**config.mk**
```make
export PLATFORM = sky130hd
export DESIGN_NAME = ape_obi_resp
export DESIGN_NICKNAME = d
export VERILOG_FILES = /design/src/rtl/ape_obi_resp.sv
export SDC_FILE = /design/constraint.sdc
export NUM_CORES = 1
export LEC_CHECK = 0
export CORE_ASPECT_RATIO = 1.5
export CORE_UTILIZATION = 50
export CTS_BUF_LIST = sky130_fd_sc_hd__clkbuf_8
export DETAILED_ROUTE_END_ITERATION = 6
export PLACE_DENSITY = 0.82
export SYNTH_ARGS = -nofsm -noshare
export SYNTH_HDL_FRONTEND = slang
export SYNTH_SLANG_ARGS = --single-unit
```
**constraint.sdc**
```tcl
create_clock -name clk_i -period 3.4 [get_ports clk_i]
set_clock_uncertainty 0.05 [all_clocks]
set_input_delay 0.68 -clock clk_i [delete_from_list [all_inputs] [get_ports clk_i]]
set_output_delay 0.68 -clock clk_i [all_outputs]
set_load 0.02 [all_outputs]
```
**src/rtl/ape_obi_resp.sv**
```systemverilog
// APE OBI memory-side responder: grants core requests against an outstanding
// limit, range-checks addresses and returns responses strictly in request order.
module ape_obi_resp #(
  parameter logic [31:0] BASE_ADDR = 32'h0000_0000,
  parameter int unsigned MEM_WORDS = 1024,
  parameter int unsigned MAX_OUT   = 2,
  localparam int unsigned AW = $clog2(MEM_WORDS)
) (
  input  logic          clk_i,
  input  logic          rst_ni,
  input  logic          req_i,
  input  logic [31:0]   add_i,
  output logic          gnt_o,
  output logic          r_valid_o,
  output logic [31:0]   r_rdata_o,
  output logic          r_opc_o,
  output logic          mem_req_o,
  output logic [AW-1:0] mem_addr_o,
  input  logic          mem_gnt_i,
  input  logic          mem_rvalid_i,
  input  logic [31:0]   mem_rdata_i
);

  localparam int unsigned   CW       = $clog2(MAX_OUT + 1);
  localparam int unsigned   PW       = (MAX_OUT > 1) ? $clog2(MAX_OUT) : 1;
  localparam logic [CW-1:0] CNT_MAX  = CW'(MAX_OUT);
  localparam logic [PW-1:0] PTR_LAST = PW'(MAX_OUT - 1);
  localparam logic [32:0]   ADDR_LO  = {1'b0, BASE_ADDR};
  localparam logic [32:0]   ADDR_HI  = ADDR_LO + (33'(MEM_WORDS) << 2);

  logic [CW-1:0]      cnt, mem_cnt, dcnt;
  logic [PW-1:0]      ord_wr, ord_rd, dat_wr, dat_rd;
  logic [MAX_OUT-1:0] ord_q;
  logic [31:0]        dat_q [MAX_OUT];

  logic ok, space, ord_empty, dat_empty, err_now;
  logic head_err, head_mem;
  logic emit_err, emit_fifo, emit_byp, emit;
  logic ord_push, ord_pop, dat_push, mem_push, mem_pop;

  function automatic logic [PW-1:0] ptr_next(input logic [PW-1:0] p);
    return (p == PTR_LAST) ? '0 : p + PW'(1);
  endfunction

  assign ok = (add_i[1:0] == 2'b00) && ({1'b0, add_i} >= ADDR_LO) && ({1'b0, add_i} < ADDR_HI);
  assign space = (cnt != CNT_MAX);

  assign gnt_o      = rst_ni & req_i & space & (ok ? mem_gnt_i : 1'b1);
  assign mem_req_o  = rst_ni & req_i & ok & space;
  assign mem_addr_o = AW'((add_i - BASE_ADDR) >> 2);

  // An error granted into an empty order queue is answered the same cycle,
  // so it never occupies a queue slot.
  assign ord_empty = (cnt == '0);
  assign dat_empty = (dcnt == '0);
  assign err_now   = ord_empty & gnt_o & ~ok;
  assign head_err  = ord_empty ? err_now : ord_q[ord_rd];
  assign head_mem  = ~ord_empty & ~ord_q[ord_rd];

  assign emit_err  = head_err;
  assign emit_fifo = head_mem & ~dat_empty;
  assign emit_byp  = head_mem & dat_empty & mem_rvalid_i;
  assign emit      = emit_err | emit_fifo | emit_byp;

  assign ord_push = gnt_o & ~err_now;
  assign ord_pop  = emit & ~err_now;
  assign mem_push = gnt_o & ok;
  assign mem_pop  = emit_fifo | emit_byp;
  // Data for a mem entry that is not yet the head waits here; orphan beats are dropped.
  assign dat_push = mem_rvalid_i & ~emit_byp & (mem_cnt > dcnt);

  always_ff @(posedge clk_i or negedge rst_ni) begin
    if (!rst_ni) begin
      cnt       <= '0;
      mem_cnt   <= '0;
      dcnt      <= '0;
      ord_wr    <= '0;
      ord_rd    <= '0;
      dat_wr    <= '0;
      dat_rd    <= '0;
      ord_q     <= '0;
      r_valid_o <= 1'b0;
      r_opc_o   <= 1'b0;
      r_rdata_o <= '0;
    end else begin
      cnt     <= cnt + CW'(gnt_o) - CW'(emit);
      mem_cnt <= mem_cnt + CW'(mem_push) - CW'(mem_pop);
      dcnt    <= dcnt + CW'(dat_push) - CW'(emit_fifo);
      if (ord_push) begin
        ord_q[ord_wr] <= ~ok;
        ord_wr        <= ptr_next(ord_wr);
      end
      if (ord_pop)   ord_rd <= ptr_next(ord_rd);
      if (dat_push)  dat_wr <= ptr_next(dat_wr);
      if (emit_fifo) dat_rd <= ptr_next(dat_rd);
      r_valid_o <= emit;
      r_opc_o   <= emit_err;
      r_rdata_o <= emit_fifo ? dat_q[dat_rd] : (emit_byp ? mem_rdata_i : '0);
    end
  end

  always_ff @(posedge clk_i) begin
    if (dat_push) dat_q[dat_wr] <= mem_rdata_i;
  end

  a_no_orphan_rvalid: assert property (@(posedge clk_i) disable iff (!rst_ni)
    mem_rvalid_i |-> (mem_cnt > dcnt));

endmodule

```
; ---- Word-level counts from Yosys, hierarchy flattened
; Memories as Yosys holds them, arrays and structs flattened.
; Index checks and enable logic that the tools add are counted.
[word_totals]
ram_bits = 64
latchBits = 0
elab_cells = 73
romBits = 0
register_bits = 46
output_inout_bits = 46
input_bits = 69
n_memories = 1
[mem_list]
columns = name, words, width, read_ports, rd_clocked_by_memory_dff, write_ports, line
row1 = dat_q, 2, 32, 1, 0, 1, 34  ; logic [31:0] dat_q [MAX_OUT];
[op_classes]
bitwise_logic = 25
n_mul = 0
n_eq_ne = 1
n_mux = 15
addsub = 10
div_mod_pow = 0
n_reduce_logical = 5
magnitude_cmp = 5
shift = 0
[ops]
columns = operator, n
row1 = $mux W32, 2
row2 = $lt A32 B13 Y1 const B, 1
row3 = $and A1 B1 Y1, 16
row4 = $mux W1, 11
row5 = $add A2 B1 Y2, 3
row6 = $logic_not A2 Y1, 3
row7 = $not A1 Y1, 6
row8 = $sub A2 B1 Y2, 3
row9 = $add A1 B1 Y1 const B, 4
row10 = $lt A1 B2 Y1 const B, 2
row11 = $or A1 B1 Y1, 3
row12 = $bwmux W2, 1
row13 = $gt A2 B2 Y1, 1
row14 = $logic_and A1 B1 Y1, 2
row15 = $ne A2 B2 Y1 const B, 1
row16 = $demux W1 S1, 1
row17 = $ge A1 B1 Y1 const B, 1

; ---- Longest topological paths before layout
[logic_depth]
word_depth = 11
ltp_mapped = 10
mapped_depth_nobuf = 9

; ---- Worst setup path before layout
; Ideal clock, no wire load.
[synth_path]
path_type = register to register
startpoint = register dcnt[1]
endpoint = memory dat_q[0][0], enable pin
t_required_ns = 2.929
synth_period_minus_slack_ns = 2.903
n_path_buf = 0
setup_ns = 0.421
setup_slack_ns = 0.497
arrival_time_ns = 2.432
stages_incl_launch_ff = 6
cell_sequence = dfrtp_1 -> inv_1 -> ha_1 -> nor2b_1 -> o2111ai_2 -> nor2_1
[synth_via]
elab_chain_cells = 8
elab_cells_between_ends = 9
cone_classes = order compare (1) / mux (2) / bitwise (5) / reduce/logical (1)
[synth_lines]
columns = item, line
row1 = "start, declared", 31  ; logic [CW-1:0] cnt, mem_cnt, dcnt;
row2 = "start signal, assigned", 88  ; dcnt <= dcnt + CW'(dat_push) - CW'(emit_fifo);
row3 = $logic_not A2 Y1, 55  ; assign dat_empty = (dcnt == '0);
row4 = $and A1 B1 Y1 (2 in a row), 62  ; assign emit_byp = head_mem & dat_empty & mem_rvalid_i;
row5 = $not A1 Y1, 70  ; assign dat_push = mem_rvalid_i & ~emit_byp & (mem_cnt > dcnt);
row6 = $and A1 B1 Y1, 70
row7 = $and A1 B1 Y1 (*), 70
row8 = $mux W1 (*), 103  ; if (dat_push) dat_q[dat_wr] <= mem_rdata_i;
row9 = $mux W1 (implied by the code) (*), 103
row10 = "end, declared", 34
; Every way passes the cells marked *; elsewhere a longest branch is shown, timed or not.

; ---- Worst setup path after layout
[layout_path]
startpoint = input port add_i[14]
endpoint = output port gnt_o
[layout_via]
elab_chain_cells = 4
[layout_lines]
columns = item, line
row1 = "start, declared", 12  ; input logic [31:0] add_i,
row2 = $lt A32 B13 Y1, 45  ; assign ok = (add_i[1:0] == 2'b00) && ({1'b0, add_i} >= ADDR_LO) && ({1'b0, add_i} < ADDR_HI);
row3 = $logic_and A1 B1 Y1, 45
row4 = $mux W1, 48  ; assign gnt_o = rst_ni & req_i & space & (ok ? mem_gnt_i : 1'b1);
row5 = $and A1 B1 Y1, 48
row6 = "end, declared", 13  ; output logic gnt_o,
; No other way between the ends.

==> metrics.txt <==
Overall Power=~4.5 mW; Final setup violation count=0; worst skew pair latency=between 0.3 and 0.4 ns; DRC errors left=0; fin. max-slew vios=0; Worst R2R End=dcnt[1]$_DFF_PN0_; IO Count=roughly 120; Finished Layout Cells=500; prevailing post-synth register cell=edfxtp_1; Layout area overhead=28.5%; Fillers=between 600 and 700; final hold vios=0; RR Startpoint=dcnt[1]$_DFF_PN0_; EDFF count, synth=64; Synth Instances=roughly 300; Post-synth ARST share=41.8%; Worst setup SP type=input port; Max IR drop VDD=0.430 mV; mapped cell area=roughly 4300 sq um; Crit path required time=between 2 and 3 ns; first-pass GRT wire length=between 10000 and 15000 um; Seq/Total Area, Yosys=between 70% and 80%; GRT Total Usage=approximately a fifth; Routed Antenna Nets=0; CTS Buf Count=9; commonest non-fill, non-tap cells in the layout=clkdlybuf4s50_1, edfxtp_1, dfrtp_1; Initial Util=between 50 and 60%; initial antenna violation count=0; CTS tree=yes; initial DRC count=179; setup bufs post-CTS=0; hold buffers post-CTS=0; CP Capture Type=output port; hold_sp=ord_rd$_DFFE_PN0P_; final setup margin=approximately 0.089 ns; Power Dens Cells=just over 800 nW/um^2; fraction of layout cells with a size suffix above 1=7.38%; endpoint of the worst hold path=ord_rd$_DFFE_PN0P_; H-tree depth=3; Worst Hold Class=reg -> reg; commonest non-fill, non-tap cell in the layout=clkdlybuf4s50_1; Synth Warn #=0; DRT Pass-1 Iters=7; fmax=~300 MHz; placed inst area=~5400 sq um; Sequential Area=approximately 3100 sq um; status=completed; Mapped Nets=between 300 and 400; via count=2597; hold slack final=about 0.46 ns; Yosys cell types=35; Site Rows=41; critical-path maximum fanout=4; Multi-input gate area=around 1100 sq um; WL/cell=about 16 um; core box area=~8400 sq um; Routed WL=7910 um; syn_area_per_cell=14.5 sq um; vias per cell=between 5 and 6; clock tree sinks=110; grt total ovfl=0; RSZ-0062 raised after global routing=no; DP Cell Count=a little under 500; DIE HEIGHT=116 um; post-synth top area cell=edfxtp_1; Final Cycle Share=between 90% and 100%; Antenna diodes=0; Max Root-Sink Buffers=2; total die area=approximately 9000 sq um; final instance area=between 5000 and 6000 sq um; Worst slew margin=between 30% and 40%; CTS clk-pin slew, worst paths=around 0.090 ns; GP Congestion=around 0.77; Worst-Margin Slew=roughly 1.0 ns; WP data arrival=between 2 and 3 ns; R2R Setup Slk=approximately 1.1 ns; largest cells by area after synthesis=edfxtp_1, dfrtp_1, mux2i_1; Yosys top cell area share=between 40 and 50%; nets@finish=~460; Final TNS setup=0 ns; port buffer count=94; Hold Path Depth=1; vias in the first global route=roughly 2700; Die X=slightly below 80 um; Leakage=~2.2 nW; Worst R2R Path Depth=7; crit path time final=~3.3 ns; type of the worst setup path=in -> out; max-cap violations=0; Setup WS pre-CTS=0.0183 ns; root buf cell=clkbuf_8; largest net degree at the start of global routing=47; flops & latches, synth=110; post-layout util=roughly two thirds; post-DP HPWL=about 5400 um
==> worst max-delay path by stage <==
stage / endpoint / slack [ns] / start / cells past startpoint
floorplan: dat_q[0][0]$_DFFE_PP_ / 0.50 / dcnt[1]$_DFF_PN0_ / 5
global placement: mem_req_o / 0.07 / add_i[14] / 6
detailed placement: mem_req_o / 0.02 / add_i[14] / 6
CTS: mem_req_o / 0.002 / add_i[14] / 6
global route: gnt_o / 0.02 / add_i[14] / 6
finish: gnt_o / 0.09 / add_i[14] / 6
==> final cells by class <==
| cell class | instances | area share (%) |
|---|---|---|
| clock inverters | 7 | 1.51 |
| multi-input cells | 157 | 19.6 |
| flip-flops and latches | 110 | 55.3 |
| inverters | 11 | 0.743 |
| well taps | 107 | 2.41 |
| repair buffers | 99 | 18.2 |
| clock buffers | 9 | 2.23 |
==> state kept, by name (all words and copies together), names as in the netlist <==
signal / count
cnt: 2
dat_q: 64
dat_rd: 1
dat_wr: 1
dcnt: 2
mem_cnt: 2
ord_q: 2
ord_rd: 1
ord_wr: 1
r_opc_o: 1
r_rdata_o: 32
r_valid_o: 1
==> critical path, stage by stage <==
cell	delay, ns
clkdlybuf4s50_1	0.40
nor4_1	0.33
nand4_1	0.17
or2_4	0.27
o21a_1	0.19
clkdlybuf4s50_1	0.54
==> kinds of logic after synthesis <==
family / Yosys count / synth area share [%]
compound gates: 50 / 6.91
xor+xnor: 9 / 1.82
fa+ha+maj: 7 / 2.02
buf+inv: 32 / 4.31
flops: 110 / 71.0
mux: 34 / 7.87
simple gates: 57 / 6.04
==> synthesized netlist by cell type, drive strengths merged, types with 2 or more instances <==
library cell	instances
nor2b	3
dfrtp	46
xnor2	8
nand2	38
buf	17
nor4	5
edfxtp	64
clkbuf	4
mux2i	34
a21oi	3
ha	7
o21ai	38
nor2	5
inv	11
a22oi	2
or2	2
o211a	2
==> power by group <==
group / switching [mW] / leakage [nW] / internal (mW) / total, mW
registers: 0.273 / 1.18 / 1.90 / 2.17
clock network: 0.398 / 0.115 / 0.406 / 0.805
logic: 0.795 / 0.911 / 0.738 / 1.53
==> routing by layer <==
layer / vias up / global-route usage (%) / wire [um]
li1: 1231 / - / -
met1: 1272 / 21.7 / 3070
met2: 86 / 34.5 / 4200
met3: 8 / 4.96 / 465
met4: 0 / 9.26 / 176
met5: - / 0 / 0
==> what timing repair did <==
item                                    4_1_cts  5_1_grt
gates resized for setup                       0        1
endpoints found under the setup margin        0        1
endpoints found under the hold margin         0        0
Power figures use the tool's default switching activity.
